**config.mk**
```make
export PLATFORM = sky130hd
export DESIGN_NAME = fifo_deser_flat
export DESIGN_NICKNAME = d
export VERILOG_FILES = /design/src/rtl/fifo_deser_pkg.sv /design/src/rtl/fifo_deser_if.sv /design/src/rtl/fifo_deser_ctrl.sv /design/src/rtl/fifo_deser.sv /design/src/flat_wrapper.sv
export SDC_FILE = /design/constraint.sdc
export NUM_CORES = 1
export LEC_CHECK = 0
export ABC_AREA = 1
export CORE_ASPECT_RATIO = 0.75
export CORE_MARGIN = 1
export CORE_UTILIZATION = 47
export CTS_CLUSTER_SIZE = 16
export DETAILED_ROUTE_END_ITERATION = 10
export GPL_TIMING_DRIVEN = 0
export PLACE_DENSITY_LB_ADDON = 0.12
export SYNTH_ARGS = -nofsm -noshare
export SYNTH_HDL_FRONTEND = slang
export SYNTH_SLANG_ARGS = --single-unit
```
**constraint.sdc**
```tcl
create_clock -name clk -period 1.85 [get_ports clk]
set_input_delay 0.185 -clock clk [delete_from_list [all_inputs] [get_ports clk]]
set_output_delay 0.185 -clock clk [all_outputs]
set_load 0.01 [all_outputs]
```
**src/rtl/fifo_deser_pkg.sv**
```systemverilog
// Shared FILL/HOLD state encoding and default word geometry for the pipeline FIFO blocks.
// Pure declarations: no latency, no backpressure of its own.
package fifo_deser_pkg;

  typedef enum logic {
    FILL = 1'b0,
    HOLD = 1'b1
  } state_t;

  localparam int DEF_DATA_BW  = 4;
  localparam int DEF_NUM_WORD = 4;
  localparam int DEF_CNT_BW   = $clog2(DEF_NUM_WORD);

endpackage

```
**src/rtl/fifo_deser_if.sv**
```systemverilog
// Bundle between upstream FIFO, deserializer and downstream beat consumer.
// Wiring only: latency and backpressure belong to the endpoints.
interface fifo_deser_if
  import fifo_deser_pkg::*;
#(
  parameter int DATA_BW  = DEF_DATA_BW,
  parameter int NUM_WORD = DEF_NUM_WORD,
  parameter int CNT_BW   = DEF_CNT_BW
);

  logic                         empty;
  logic [DATA_BW-1:0]           fifo_dout;
  logic                         rd_dout;
  logic                         flush;
  logic                         out_ready;
  logic                         out_valid;
  logic [NUM_WORD*DATA_BW-1:0]  out_data;
  logic [CNT_BW-1:0]            fill_cnt;

  // master is the deserializer; slave is the surrounding environment
  modport master (
    input  empty, fifo_dout, flush, out_ready,
    output rd_dout, out_valid, out_data, fill_cnt
  );

  modport slave (
    output empty, fifo_dout, flush, out_ready,
    input  rd_dout, out_valid, out_data, fill_cnt
  );

endinterface

```
**src/rtl/fifo_deser_ctrl.sv**
```systemverilog
// Next-state, next-count and pop-strobe logic for the deserializer; purely combinational.
// Pops only in FILL with data present; HOLD waits for out_ready, flush overrides everything.
module fifo_deser_ctrl
  import fifo_deser_pkg::*;
#(
  parameter int NUM_WORD = DEF_NUM_WORD,
  parameter int CNT_BW   = DEF_CNT_BW
) (
  input  logic              rst,
  input  state_t            state,
  input  logic [CNT_BW-1:0] fill_cnt,
  input  logic              empty,
  input  logic              flush,
  input  logic              out_ready,
  output logic              rd_dout,
  output state_t            state_nxt,
  output logic [CNT_BW-1:0] cnt_nxt
);

  localparam logic [CNT_BW-1:0] LAST_SLOT = CNT_BW'(NUM_WORD - 1);

  always_comb begin
    rd_dout   = !rst && (state == FILL) && !empty && !flush;
    state_nxt = state;
    cnt_nxt   = fill_cnt;
    if (flush) begin
      state_nxt = FILL;
      cnt_nxt   = '0;
    end else if (state == HOLD) begin
      // out_valid is exactly "state is HOLD", so this is the output handshake
      if (out_ready) begin
        state_nxt = FILL;
        cnt_nxt   = '0;
      end
    end else if (rd_dout) begin
      if (fill_cnt == LAST_SLOT) begin
        state_nxt = HOLD;
        cnt_nxt   = '0;
      end else begin
        cnt_nxt = fill_cnt + CNT_BW'(1);
      end
    end
  end

endmodule

```
**src/rtl/fifo_deser.sv**
```systemverilog
// Packs NUM_WORD upstream FIFO words into one beat, first word in the LSBs.
// out_valid NUM_WORD cycles after first pop; held beat stalls popping until out_ready.
module fifo_deser
  import fifo_deser_pkg::*;
#(
  parameter int DATA_BW  = DEF_DATA_BW,
  parameter int NUM_WORD = DEF_NUM_WORD,
  parameter int CNT_BW   = DEF_CNT_BW
) (
  input  logic          clk,
  input  logic          rst,
  fifo_deser_if.master  bus
);

  state_t                      state;
  state_t                      state_nxt;
  logic [CNT_BW-1:0]           fill_cnt;
  logic [CNT_BW-1:0]           cnt_nxt;
  logic                        out_valid;
  logic [NUM_WORD*DATA_BW-1:0] out_data;
  logic                        pop;

  fifo_deser_ctrl #(
    .NUM_WORD (NUM_WORD),
    .CNT_BW   (CNT_BW)
  ) u_ctrl (
    .rst       (rst),
    .state     (state),
    .fill_cnt  (fill_cnt),
    .empty     (bus.empty),
    .flush     (bus.flush),
    .out_ready (bus.out_ready),
    .rd_dout   (pop),
    .state_nxt (state_nxt),
    .cnt_nxt   (cnt_nxt)
  );

  always_ff @(posedge clk or posedge rst) begin
    if (rst) begin
      state     <= FILL;
      fill_cnt  <= '0;
      out_valid <= 1'b0;
      out_data  <= '0;
    end else begin
      state     <= state_nxt;
      fill_cnt  <= cnt_nxt;
      // registered from next state so out_valid never sees out_ready combinationally
      out_valid <= (state_nxt == HOLD);
      if (pop) begin
        out_data[int'(fill_cnt)*DATA_BW +: DATA_BW] <= bus.fifo_dout;
      end
    end
  end

  assign bus.rd_dout   = pop;
  assign bus.out_valid = out_valid;
  assign bus.out_data  = out_data;
  assign bus.fill_cnt  = fill_cnt;

endmodule
```
**src/flat_wrapper.sv**
```systemverilog
// flat-port wrapper written by rule: the top's interface ports become plain ports
module fifo_deser_flat import fifo_deser_pkg::*;
#(
  parameter int DATA_BW  = DEF_DATA_BW,
  parameter int NUM_WORD = DEF_NUM_WORD,
  parameter int CNT_BW   = DEF_CNT_BW
)
  (clk, rst, bus_empty, bus_fifo_dout, bus_flush, bus_out_ready, bus_rd_dout, bus_out_valid, bus_out_data, bus_fill_cnt);
  fifo_deser_if #(.DATA_BW(DATA_BW), .NUM_WORD(NUM_WORD), .CNT_BW(CNT_BW)) bus_i ();
  input  logic clk;
  input  logic rst;
  input wire logic [$bits(bus_i.empty)-1:0] bus_empty;
  input wire logic [$bits(bus_i.fifo_dout)-1:0] bus_fifo_dout;
  input wire logic [$bits(bus_i.flush)-1:0] bus_flush;
  input wire logic [$bits(bus_i.out_ready)-1:0] bus_out_ready;
  output wire logic [$bits(bus_i.rd_dout)-1:0] bus_rd_dout;
  output wire logic [$bits(bus_i.out_valid)-1:0] bus_out_valid;
  output wire logic [$bits(bus_i.out_data)-1:0] bus_out_data;
  output wire logic [$bits(bus_i.fill_cnt)-1:0] bus_fill_cnt;
  assign bus_i.empty = bus_empty;
  assign bus_i.fifo_dout = bus_fifo_dout;
  assign bus_i.flush = bus_flush;
  assign bus_i.out_ready = bus_out_ready;
  assign bus_rd_dout = bus_i.rd_dout;
  assign bus_out_valid = bus_i.out_valid;
  assign bus_out_data = bus_i.out_data;
  assign bus_fill_cnt = bus_i.fill_cnt;
  fifo_deser #(.DATA_BW(DATA_BW), .NUM_WORD(NUM_WORD), .CNT_BW(CNT_BW)) u_core (.clk(clk), .rst(rst), .bus(bus_i));
endmodule
```
==> run_results.csv, run 1 <==
group,metric,value,unit
global_route,grt_pass1_vias,844,
global_route,grt_pass1_wl,3740,um
pwr,power.leakage,0.723,nW
critical_path,ff2ff_path_depth,7,
floorplanning,io_pins,29,
run_status,outcome,"finished, final reports clean",
yosys,syn_area_per_cell,7.48,um2
pwr,pwr_density_cell,764,nW/um2
drt,drc,0,
yosys,synth_top_area_cell,"dfrtp_1",
critical_path,critical_path_required,1.66,ns
critical_path,worst_path_max_delay_cell,"clkdlybuf4s50_1",
clock_tree,cts-root-buf,"clkbuf_4",
timing,fmax,0.560,GHz
timing,hold_viol_final,0,
critical_path,cpPeakStageDelay,0.52,ns
yosys,ys_top_cells_by_count,"64 x nand2_1, 19 x dfrtp_1, 18 x nor2_1, 16 x inv_1, 8 x nand3_1",
critical_path,endpoint,"bus_rd_dout",
clock_tree,htree_levels,1,
run,maxCapViolCount,0,
timing,period_needed,1.79,ns
yosys,yosys_warnings,0,
layout,nNetsFinal,189,
clock_tree,cts.sinks,19,
critical_path,critPathArrivalTime,1.60,ns
critical_path,worstPathCellList,"clkdlybuf4s50_1 -> nor2_4 -> nand2_4 -> inv_1 -> clkdlybuf4s50_1",
yosys,ys_types,11,
drt,firstDrtPassIters,4,
timing,setup_viol,0,
timing,tightest_slew,0.707,ns
yosys,synthArstFlopShare,1.00,
floorplanning,core_area,2050,um2
global_route,grt.overflow.total,0,
critical_path,end_kind,"output pin",
drt,drt-initial-drc-count,30,
floorplanning,initial_core_util,0.511,
timing,skew,0.000606,ns
critical_path,regToRegStartpoint,"u_core.bus.fill_cnt[0]",
yosys,synth_edf_count,0,
timing,slew_viol_final,0,
yosys,yosys-top-cells-area,"dfrtp_1 45%, nand2_1 23%, nor2_1 6.5%",
global_route,grt_use_total,0.202,
clock_tree,insertion_delay,0.29,ns
yosys,yosysMostFrequentCell,"nand2_1",
placement,port_buffers,28,
clock_tree,numCtsBuffers,3,
yosys,ys_seq_area_frac,0.454,
placement,place.gp.congestion,0.828,
yosys,syn_inst,140,
floorplanning,dieArea,2420,um2
timing,rsz0062_at_grt,"false",
yosys,synth-seq-cells,19,
drt,vias_per_cell,4.69,
critical_path,startpoint_type,"primary input",
critical_path,worstPathMaxFanout,6,
pwr,ir_worst_vdd,0.632,mV
global_route,antenna_found_initial,0,
clock_tree,clkSlewWorstSetupHoldPaths,0.10,ns
placement,dpl.hpwl,1740,um
yosys,ys.flop_type,"dfrtp_1",
critical_path,rrSetupSlack,0.23,ns
timing,fin_tns_setup,0,ns
pwr,p_total,1.07,mW
critical_path,path_common_cell,"clkdlybuf4s50_1",
yosys,synth_top_area_share,0.454,
critical_path,crit_start,"bus_empty",
layout,area_growth,33.6,%
drt,wl,2260,um
clock_tree,cts.repair.resized,0,
layout,n_fill_cell,193,
critical_path,cp_top_family,"buffers and inverters",
yosys,syn-cell-area,1050,um2
global_route,grt_max_degree,20,
critical_path,critPathKind,"in2out",
layout,drive_gt1_frac,0.0747,
clock_tree,cts_tree,"built",
min_path,hold_class,"in2async",
layout,n_antenna_cell,0,
drt,vias,929,
critical_path,path_buf_inv,3,
drt,wl_per_cell,11.4,um
floorplanning,fp.dieH,42.9,um
floorplanning,die_x,56.5,um
drt,ant_nets,0,
critical_path,r2r-end,"u_core.bus.out_data[2]",
yosys,syn_nets,154,
floorplanning,std_cell_rows,14,
critical_path,worst-path-stages,5,
clock_tree,clock_path_buffers,2,
timing,slew_headroom,0.528,
timing,fin_crit_sh,0.965,
-- cells in the final DEF (no fill, tap or decap), drive strengths merged --
master / netlist / routed
a21boi: 1 / 1
a21oi: 1 / 1
buf: 0 / 2
clkbuf: 0 / 4
clkdlybuf4s50: 0 / 28
dfrtp: 19 / 19
ha: 5 / 5
inv: 16 / 16
nand2: 65 / 65
nand3: 9 / 9
nor2: 24 / 24
-- per-stage QoR --
stage	setup WS [ns]	hold slack (ns)	utilization	instances	instance area, um2
floorplan	0.419	0.136	-	140	1050
global placement	0.0583	0.462	0.662	192	1360
detailed placement	0.0427	0.465	0.662	192	1360
CTS	0.0420	0.409	0.679	197	1390
global route	0.00521	0.457	0.683	198	1400
finish	0.0644	0.386	0.683	198	1400
-- state kept, by name (all words and copies together), names as in the netlist --
signal / cells
u_core.bus.fill_cnt: 2
u_core.bus.out_data: 16
u_core.state: 1
-- repair_timing --
| action | 4_1_cts | 5_1_grt |
|---|---|---|
| pin swaps | 1 | 1 |
| hold buffers | 0 | 0 |
| hold endpoints to repair | 0 | 0 |
| setup buffers | 1 | 1 |
| setup endpoints to repair | 1 | 1 |
-- metal layers --
metal / GRT usage / part of all wire
met5: 0 / 0
met3: 0.0640 / 0.046
met4: 0.0293 / 0.0057
met1: 0.275 / 0.47
met2: 0.325 / 0.48
-- worst min-delay path by stage --
stage	endpoint	depth (start not counted)	slack, ns
floorplan	u_core.bus.fill_cnt[0]	1	0.14
global placement	u_core.bus.out_data[6]	2	0.46
detailed placement	u_core.bus.out_data[5]	2	0.46
CTS	u_core.bus.out_data[15]	2	0.41
global route	u_core.bus.out_data[12]	2	0.46
finish	u_core.bus.out_data[12]	2	0.39
-- cells by family (layout without fill, tap and decap cells) --
logic type	count (synthesis)	in the layout	synth area share
buffers and inverters	16	50	0.0573
adder cells (fa/ha/maj)	5	5	0.0597
AND/OR/NAND/NOR	98	98	0.417
AO/OA/AOI/OAI	2	2	0.0119
flip-flops	19	19	0.454
-- power by group --
group | leakage, nW | total (mW) | internal (mW) | switching [mW]
logic | 0.447 | 0.367 | 0.160 | 0.207
registers | 0.261 | 0.493 | 0.459 | 0.0343
clock network | 0.0150 | 0.208 | 0.0839 | 0.124
-- layout make-up --
class | count | area [um2] | share of cell area
Timing Repair Buffer | 30 | 295 | 0.211
Inverter | 16 | 60.1 | 0.0429
Multi-Input combinational cell | 105 | 512 | 0.366
Tap cell | 24 | 30.0 | 0.0215
Clock buffer | 4 | 26.3 | 0.0188
Sequential cell | 19 | 475 | 0.340
Note: power is estimated with default switching activity, not from simulation.
==> run 2, diff against run 1 <==
--- a/config.mk
+++ b/config.mk
@@ -6,6 +6,7 @@
 export NUM_CORES = 1
 export LEC_CHECK = 0
 export ABC_AREA = 1
+export ABC_CLOCK_PERIOD_IN_PS = 1850
 export CORE_ASPECT_RATIO = 0.75
 export CORE_MARGIN = 1
 export CORE_UTILIZATION = 47
==> results of run 2 <==
Final layout, timing and power as in run 1 (identical DEF).
